$ cat src/rtl/vcfg_ctrl.sv
// vcfg_ctrl: vector configuration unit for vsetvli / vsetivli / vsetvl.
// Holds architectural vl and vtype, checks vtype legality against ELEN,
// clamps AVL to VLMAX and returns the new vl to scalar writeback.
// One request in flight: IDLE accepts, RESP holds the response until taken.
// Build option: define RVV_CFG_FRAC_LMUL_EN to make fractional LMUL
// (vlmul 101/110/111) legal; without it those encodings set vill.
//
// state | meaning
// ------+---------------------------------------------------------
// IDLE  | req_ready=1, waiting for a config instruction
// RESP  | resp_valid=1, result held until resp_ready
module vcfg_ctrl #(
    parameter int XLEN    = 32,
    parameter int VLEN    = 16384,
    parameter int ELEN    = 64,
    parameter int VL_BITS = $clog2(VLEN) + 1
) (
    input  logic               clk,
    input  logic               rst_n,
    input  logic               req_valid,
    output logic               req_ready,
    input  logic [1:0]         req_cfg_type,
    input  logic               req_rs1_x0,
    input  logic               req_rd_x0,
    input  logic [XLEN-1:0]    req_avl,
    input  logic [XLEN-1:0]    req_vtype,
    output logic               resp_valid,
    input  logic               resp_ready,
    output logic               resp_wb_en,
    output logic [XLEN-1:0]    resp_vl,
    output logic [VL_BITS-1:0] vl,
    output logic [2:0]         vsew,
    output logic [2:0]         vlmul,
    output logic               vta,
    output logic               vma,
    output logic               vill,
    output logic               cfg_changed
);

    localparam logic [0:0] ST_IDLE = 1'b0;
    localparam logic [0:0] ST_RESP = 1'b1;

    localparam int                 CMP_W  = (XLEN > VL_BITS) ? XLEN : VL_BITS;
    localparam logic [VL_BITS-1:0] VLEN_C = VL_BITS'(VLEN);
    localparam logic [10:0]        ELEN_C = 11'(ELEN);

    logic [0:0]         state_q, state_d;
    logic [VL_BITS-1:0] vl_q, vl_d;
    logic [2:0]         vsew_q, vsew_d;
    logic [2:0]         vlmul_q, vlmul_d;
    logic               vta_q, vta_d;
    logic               vma_q, vma_d;
    logic               vill_q, vill_d;
    logic               resp_wb_en_q, resp_wb_en_d;
    logic [XLEN-1:0]    resp_vl_q, resp_vl_d;
    logic               cfg_changed_q, cfg_changed_d;

    logic [2:0]         vt_vsew;
    logic [2:0]         vt_vlmul;
    logic [10:0]        sew_bits;
    logic               is_frac;
    logic               frac_bad;
    logic               ill_nxt;
    logic [VL_BITS-1:0] vlmax;
    logic [CMP_W-1:0]   avl_w;
    logic [CMP_W-1:0]   vlmax_w;
    logic [VL_BITS-1:0] vl_calc;
`ifdef RVV_CFG_FRAC_LMUL_EN
    logic [2:0]         frac_sh;
    logic [13:0]        frac_ratio;
`endif

    // Decode the requested vtype: legality, VLMAX and the clamped vl.
    always_comb begin
        vt_vsew  = req_vtype[5:3];
        vt_vlmul = req_vtype[2:0];
        sew_bits = 11'd8 << vt_vsew;
        is_frac  = vt_vlmul[2] && (vt_vlmul != 3'b100);
        vlmax    = (VLEN_C >> (5'd3 + {2'b00, vt_vsew})) << vt_vlmul[1:0];
`ifdef RVV_CFG_FRAC_LMUL_EN
        // 1/2^frac_sh: vlmul 101 -> 3, 110 -> 2, 111 -> 1
        frac_sh    = 3'(4'd8 - {1'b0, vt_vlmul});
        frac_ratio = {3'b000, sew_bits} << frac_sh;
        frac_bad   = is_frac && (frac_ratio > {3'b000, ELEN_C});
        if (is_frac) begin
            vlmax = VLEN_C >> (5'd3 + {2'b00, vt_vsew} + {2'b00, frac_sh});
        end
`else
        frac_bad = is_frac;
`endif
        ill_nxt = (|req_vtype[XLEN-1:8]) || (vt_vlmul == 3'b100) ||
                  (sew_bits > ELEN_C) || frac_bad;

        // rs1=x0, rd=x0 keeps the current vl, still clamped to the new VLMAX
        if (req_cfg_type == 2'b11) begin
            avl_w = CMP_W'(req_avl[4:0]);
        end else if (!req_rs1_x0) begin
            avl_w = CMP_W'(req_avl);
        end else if (!req_rd_x0) begin
            avl_w = '1;
        end else begin
            avl_w = CMP_W'(vl_q);
        end
        vlmax_w = CMP_W'(vlmax);
        vl_calc = (avl_w < vlmax_w) ? VL_BITS'(avl_w) : vlmax;
    end

    // Handshake FSM and next architectural state.
    always_comb begin
        state_d       = state_q;
        vl_d          = vl_q;
        vsew_d        = vsew_q;
        vlmul_d       = vlmul_q;
        vta_d         = vta_q;
        vma_d         = vma_q;
        vill_d        = vill_q;
        resp_wb_en_d  = resp_wb_en_q;
        resp_vl_d     = resp_vl_q;
        cfg_changed_d = 1'b0;
        case (state_q)
            ST_IDLE: begin
                if (req_valid) begin
                    state_d       = ST_RESP;
                    cfg_changed_d = 1'b1;
                    resp_wb_en_d  = !req_rd_x0;
                    if (ill_nxt) begin
                        vl_d      = '0;
                        vsew_d    = 3'b000;
                        vlmul_d   = 3'b000;
                        vta_d     = 1'b0;
                        vma_d     = 1'b0;
                        vill_d    = 1'b1;
                        resp_vl_d = '0;
                    end else begin
                        vl_d      = vl_calc;
                        vsew_d    = vt_vsew;
                        vlmul_d   = vt_vlmul;
                        vta_d     = req_vtype[6];
                        vma_d     = req_vtype[7];
                        vill_d    = 1'b0;
                        resp_vl_d = XLEN'(vl_calc);
                    end
                end
            end
            ST_RESP: begin
                if (resp_ready) begin
                    state_d = ST_IDLE;
                end
            end
            default: state_d = ST_IDLE;
        endcase
    end

    // State registers; reset drops any pending response and marks vtype illegal.
    always_ff @(posedge clk or negedge rst_n) begin
        if (!rst_n) begin
            state_q       <= ST_IDLE;
            vl_q          <= '0;
            vsew_q        <= 3'b000;
            vlmul_q       <= 3'b000;
            vta_q         <= 1'b0;
            vma_q         <= 1'b0;
            vill_q        <= 1'b1;
            resp_wb_en_q  <= 1'b0;
            resp_vl_q     <= '0;
            cfg_changed_q <= 1'b0;
        end else begin
            state_q       <= state_d;
            vl_q          <= vl_d;
            vsew_q        <= vsew_d;
            vlmul_q       <= vlmul_d;
            vta_q         <= vta_d;
            vma_q         <= vma_d;
            vill_q        <= vill_d;
            resp_wb_en_q  <= resp_wb_en_d;
            resp_vl_q     <= resp_vl_d;
            cfg_changed_q <= cfg_changed_d;
        end
    end

    assign req_ready   = (state_q == ST_IDLE);
    assign resp_valid  = (state_q == ST_RESP);
    assign resp_wb_en  = resp_wb_en_q;
    assign resp_vl     = resp_vl_q;
    assign vl          = vl_q;
    assign vsew        = vsew_q;
    assign vlmul       = vlmul_q;
    assign vta         = vta_q;
    assign vma         = vma_q;
    assign vill        = vill_q;
    assign cfg_changed = cfg_changed_q;

endmodule

$ cat config.mk
export PLATFORM = sky130hd
export DESIGN_NAME = vcfg_ctrl
export DESIGN_NICKNAME = d
export VERILOG_FILES = /design/src/rtl/vcfg_ctrl.sv
export SDC_FILE = /design/constraint.sdc
export NUM_CORES = 1
export LEC_CHECK = 0
export CAP_MARGIN = 20
export CORE_ASPECT_RATIO = 1.1
export CORE_MARGIN = 10
export CORE_UTILIZATION = 37
export DETAILED_ROUTE_END_ITERATION = 6
export HOLD_SLACK_MARGIN = 0.06
export MAX_ROUTING_LAYER = met4
export PLACE_DENSITY = 0.83
export SYNTH_ARGS = -nofsm -noshare
export SYNTH_HDL_FRONTEND = slang
export SYNTH_SLANG_ARGS = --single-unit
$ cat constraint.sdc
create_clock -name clk -period 2.85 [get_ports clk]
set_clock_uncertainty 0.1 [all_clocks]
set_input_delay 0.57 -clock clk [delete_from_list [all_inputs] [get_ports clk]]
set_output_delay 0.57 -clock clk [all_outputs]
set_load 0.03 [all_outputs]
# Word level (Yosys, flattened, before mapping)
# Index checks and enable logic that the tools add are counted.
[totals]
input_bits = 72
reg_bits = 59
word_cells = 42
[classes]
n_shift = 3
mux = 15
add_sub_neg = 1
order_cmp = 2
n_bitwise = 1
n_eq_ne = 3
reduce_logical = 7
[op_table]
columns = ["cell", "count"]
rows = [
  ["$mux W32", 3],
  ["$mux W15", 3],
  ["$lt A32 B15 Y1", 1],
  ["$reduce_or A24 Y1", 1],
  ["$shl A15 B2 Y15", 1],
  ["$shr A15 B4 Y15 const A", 1],
  ["$gt A11 B7 Y1 const B", 1],
  ["$shl A4 B3 Y11 const A", 1],
  ["$mux W1", 6],
  ["$mux W3", 2],
  ["$add A2 B3 Y4 const A", 1],
  ["$eq A3 B3 Y1 const B", 1],
  ["$logic_or A1 B1 Y1", 3],
  ["$ne A3 B3 Y1 const B", 1],
  ["$eq A2 B2 Y1 const B", 1],
  ["$pmux W1 S2", 1],
  ["$reduce_and A2 Y1", 1],
  ["$logic_and A1 B1 Y1", 1],
  ["$logic_not A1 Y1", 1],
  ["$not A1 Y1", 1],
]

# Logic depth before layout (Yosys ltp)
# Gate-level depths: netlist of the first run.
[depth]
ltp_word = 6
ltp_mapped = 12
depth_no_buf = 10

# Least setup slack after synthesis of the first run
# No wires, ideal clock.
[synth_path]
path_kind = "input to register"
from = "in req_vtype[0]"
to = "reg vl_q[4], in the netlist vl[4]"
setup_slack_ps = -295
setup_time_ps = 122
path_buffers = 1
stages = 10
arrival_time_ps = 2924
cell_sequence = "nand2b_1 > and2_1 > or3b_2 > ha_1 > nand3_1 > a2111oi_0 > a32oi_1 > and2_1 > buf_6 > a32o_1"
[synth_between]
elab_chain_cells = 5
[synth_lines]
columns = ["item", "line", "rtl"]
rows = [
  ["from (decl)", "26", "input logic [XLEN-1:0] req_vtype,"],
  ["branches (longest 4 deep; another with $lt A32 B15 Y1)", "-", ""],
  ["$mux W15 *", "126", "if (ill_nxt) begin"],
  ["to (signal assigned)", "169", "vl_q <= vl_d;"],
  ["to (decl)", "48", "logic [VL_BITS-1:0] vl_q, vl_d;"],
]
# Every way passes the cells marked *.
# A chain may end at the register's enable or synchronous reset.

# Final worst setup path of the first run
[layout_path]
from = "in req_vtype[4]"
to = "reg vl_q[10], in the netlist vl[10]"
[layout_between]
elab_chain_cells = 6
[layout_lines]
columns = ["item", "line", "rtl"]
rows = [
  ["$add A2 B3 Y4", "79", "vlmax = (VLEN_C >> (5'd3 + {2'b00, vt_vsew})) << vt_vlmul[1:0];"],
  ["$shr A15 B4 Y15", "79", ""],
  ["$shl A15 B2 Y15", "79", ""],
  ["$lt A32 B15 Y1", "105", "vl_calc = (avl_w < vlmax_w) ? VL_BITS'(avl_w) : vlmax;"],
  ["$mux W15", "105", ""],
  ["$mux W15 *", "126", ""],
]
# Every way passes the cells marked *; elsewhere a longest branch is shown, timed or not.

==> results of run 1 <==
## tightest hold or removal path: cells and delay by family, from the launching register on
family           cells  cell delay, ns
AO/OA/AOI/OAI        1            0.06
flip-flops           1            0.36
AND/OR/NAND/NOR      1            0.04
## kinds of logic after synthesis
group / count (synthesis) / share of synthesized area (%)
other cells: 1 / 0.1836
xor+xnor: 1 / 0.4290
simple gates: 88 / 23.90
compound gates: 56 / 19.79
flops: 27 / 33.15
fa+ha+maj: 11 / 6.740
buf+inv: 50 / 15.81
## Yosys cell counts (all sizes together)
cell type	n	area [sq um]
nand4b	1	8.760
nand2b	6	37.54
a22oi	1	7.510
o211ai	4	30.03
nor2b	4	25.02
a31oi	2	12.51
o31ai	1	12.51
o311ai	7	61.31
inv	6	22.52
or3	1	6.260
xor2	1	8.760
dfrtp	26	650.6
o22a	1	8.760
a21boi	1	7.510
o32a	1	10.01
a2111oi	1	8.760
nor4b	2	32.53
nor2	16	60.06
or4	1	11.26
clkbuf	9	33.78
nor4	9	56.30
a32oi	1	8.760
o22ai	11	68.82
or3b	1	8.760
conb	1	3.750
a21oi	5	25.02
nand2	20	75.07
a22o	6	52.55
nand4	8	50.05
buf	35	266.5
nor3	3	15.01
nand3b	5	37.54
dfstp	1	26.28
and2	5	31.28
a32o	4	40.04
or2	2	12.51
nand3	4	20.02
o21ai	10	50.05
ha	11	137.6
## layer usage
metal | global-route usage, % | part of all wire (%) | routed length (um)
met1 | 19.46 | 41 | 3328
met2 | 30.43 | 53 | 4298
met3 | 2.986 | 4.5 | 362
met4 | 3.860 | 1.4 | 112
met5 | - | 0 | 0
## repair_timing
item / in CTS / in global routing
setup buffers: 0 / 3
gates resized for setup: 24 / 29
gates cloned: 1 / 0
pin swaps: 4 / 11
endpoints found under the setup margin: 15 / 15
## registers in the layout, indices dropped and copies added, names as in the netlist
name and flops:
cfg_changed 1, resp_valid 1, resp_wb_en 1, vill 1
vl 15, vlmul 3, vma 1, vsew 3
vta 1
## final timing paths
path / start / endpoint / slack, ns
setup / recovery: req_vtype[4] / vl[10] / 0.06
hold / removal: resp_wb_en / resp_wb_en / 0.39
setup reg to reg: vl[9] / vl[10] / 0.49
hold reg to reg: resp_wb_en / resp_wb_en / 0.39
max in group asynchronous: rst_n / vill / 1.78
min in group asynchronous: rst_n / vl[10] / 0.55
## final cells by class
| type | instances | area, sq um | share of cell area [%] |
|---|---|---|---|
| multi-input combinational | 174 | 1335 | 37.60 |
| clock inverter | 1 | 8.758 | 0.2467 |
| clock buffer | 3 | 41.29 | 1.163 |
| inverter | 6 | 22.52 | 0.6342 |
| timing repair buffer | 144 | 1373 | 38.65 |
| sequential | 27 | 676.9 | 19.06 |
| tap | 75 | 93.84 | 2.643 |
## through the flow
stage | hold WS [ns] | total power (W) | utilization [%] | setup TNS [ns] | setup WS, ns
2_1_floorplan | 0.1744 | 0.0006024 | - | 0 | 0.006468
3_3_place_gp | 0.3685 | 0.0007686 | 62.32 | -6.686 | -0.4758
3_5_place_dp | 0.3700 | 0.0007770 | 62.32 | -7.990 | -0.5934
4_1_cts | 0.3951 | 0.001028 | 64.17 | 0 | 0.007604
5_1_grt | 0.4281 | 0.001103 | 66.25 | -0.005630 | -0.005630
6_report | 0.3889 | 0.001053 | 66.25 | 0 | 0.05957
## power groups by stage
stage	Sequential (W)	Clock, W	Combinational, W
2_1_floorplan	0.000413	0	0.000189
3_3_place_gp	0.000400	0	0.000369
3_5_place_dp	0.000400	0	0.000377
4_1_cts	0.000393	0.000249	0.000387
5_1_grt	0.000394	0.000266	0.000443
6_report	0.000393	0.000246	0.000414
==> impl.org, run 1 <==
** Critical path
- On the worst path, the slowest cell contributes a delay of roughly 0.39 ns.
- At the worst endpoint, the arrival time is about 2.9 ns.
- The kind of cell with the highest combined delay along the critical path is simple AND/OR/NAND/NOR gates.
- Worst endpoint required time :: 2.95 ns
- The number of cells on the worst reg-to-reg path is 10.
- Critical Path Start Type :: input pin
- Walking the worst path, the cells encountered are dlygate4sd2_1 > buf_4 > nor2_1 > a21oi_2 > o32a_1 > ha_1 > nand2_2 > nor3_1 > buf_4 > nor4b_4 > buf_6 > nand4_1 > o311ai_4.
- Critical path's slowest cell :: nor4b_4
- STA classifies the critical path endpoint as a register.
- In this design, the critical path's most frequently occurring cell is buf_4.
- In this run the worst path has a maximum fanout of 7.
- The critical path in this run is classified as input pin to register.
- Buffers & Inverters on Critical Path :: 4
- Count of cell instances traversed by the critical path :: 13

** Clock tree
- In this run, CTS created clock tree buffers numbering 3.
- TritonCTS built the clock tree.
- Number of sinks handled by clock tree synthesis :: 27
- In this run, post-CTS hold repair placed 0 buffers.
- For the worst-skew pair, the clock arrives at the later sink with an insertion delay of 0.29 ns.
- After clock tree synthesis, the clock-pin slew on the worst setup and hold paths is 0.11 ns.
- The tree is rooted in a clkbuf_8.
- Maximum clock path buffer count :: 2
- Number of H-tree levels :: 1

** Placement
- HPWL reported at the end of detailed placement :: roughly 6000 um
- Final Wtd Congestion :: 0.8873
- In this run, placement finished with an instance count of 422.
- After detailed placement, the total cell area comes to 0.003341 sq mm.
- Buffers placed on the I/O ports in this run total between 100 and 150.

** Hold path
- Number of cells on the worst hold path :: 2
- Kind of path behind the tightest hold check :: register to register

** STA
- The clock period could shrink to around 2.8 ns.
- Number of failing setup endpoints in the final timing report :: 0
- Pins Over Slew Limit :: 0
- The worst path uses 97.91% of the clock period.
- Fmax achieved :: 0.3584 GHz
- The number of endpoints with negative hold slack in the final report came to 0.

** Synth
- For this run, the number of Yosys warnings is 0.
- A synthesized cell averages roughly 8.7 sq um.
- In the synthesized netlist, the number of instances is 234.
- Sequential element share of the synthesized area :: 33.15%
- Count of unique library cells instantiated by Yosys :: 42
- FF+latch count, synth :: 27
- Cell Area, Synth :: 0.002042 sq mm

** Drt
- Number of DRC violations after detailed routing :: 0
- Vias per std cell :: 5.195
- In this run the remaining antenna-violating nets after routing total 0.
- Drt total wl :: 8101 um
- Detailed routing inserted a total of 2234 vias.
- After detailed routing, the average wire length per cell comes to 18.84 um.
- The detailed router finished its first iteration with 196 violations.
- The first detailed-routing pass ran for 4 iterations.

** Power
- Net switching component of the power :: 0.0003586 W
- Int Power :: approximately 0.00069 W
- IR analysis of the VDD net gives a maximum drop of 0.0002147 V.
- Part of the power in registers :: 37.3%
- Power density normalized to cell area :: 296.6 mW/mm^2
- Combinational group share of total power :: 39.3%
- LEAKAGE :: between 1 and 1.5 nW
- Switching share of power :: 34.04%
- Share of total power in the clock network :: a little under a quarter

** Die
- Height of the chip :: 97.92 um
- The die covers 0.008894 sq mm.
- Die width :: 90.83 um
- Row count :: 28
- The region available for standard cell placement spans about 0.0054 sq mm.
- Initial Utilization :: 38.10%
- Pin placement for this block handled 132 I/O pins.

** Job
- Number of maximum-capacitance violations :: 0

** Layout
- Of the cells placed in the final design, the portion with a size suffix greater than 1 is 20.85%.
- Relative to the synthesized area, the layout overhead comes to 73.90%.
- Most common cell after layout, fill and taps aside :: clkdlybuf4s50_1
- Diode insertion count for antenna repair :: 0
- Area of all placed cells without fillers :: 0.003551 sq mm
- The filler cells instantiated in the layout total approximately 450.
- Layout Nets :: 439
- Leaving out fill and tap cells, the most frequent cells in the layout are clkdlybuf4s50_1 (105), buf_4 (28), dfrtp_1 (26), nand2_1 (18), conb_1 (17).
- Post-Layout Cell Count :: 430

** Run status
- Run status :: completed

** Global routing
- Wire length of the first global-routing pass :: 12170 um
- Maximum number of pins on one net before global-route repair :: 28
- The initial antenna violation count was 0.
- Global-route usage over all layers :: between 10% and 20%
- Total grt overflow :: 0
- The number of global-route vias before repair was 2332.
Power figures use the tool's default switching activity.
==> run 2, diff against run 1 <==
- ABC_CLOCK_PERIOD_IN_PS: unset -> 2850
==> results of run 2 <==
The final DEF is identical to that of run 1; final timing and power are the same.
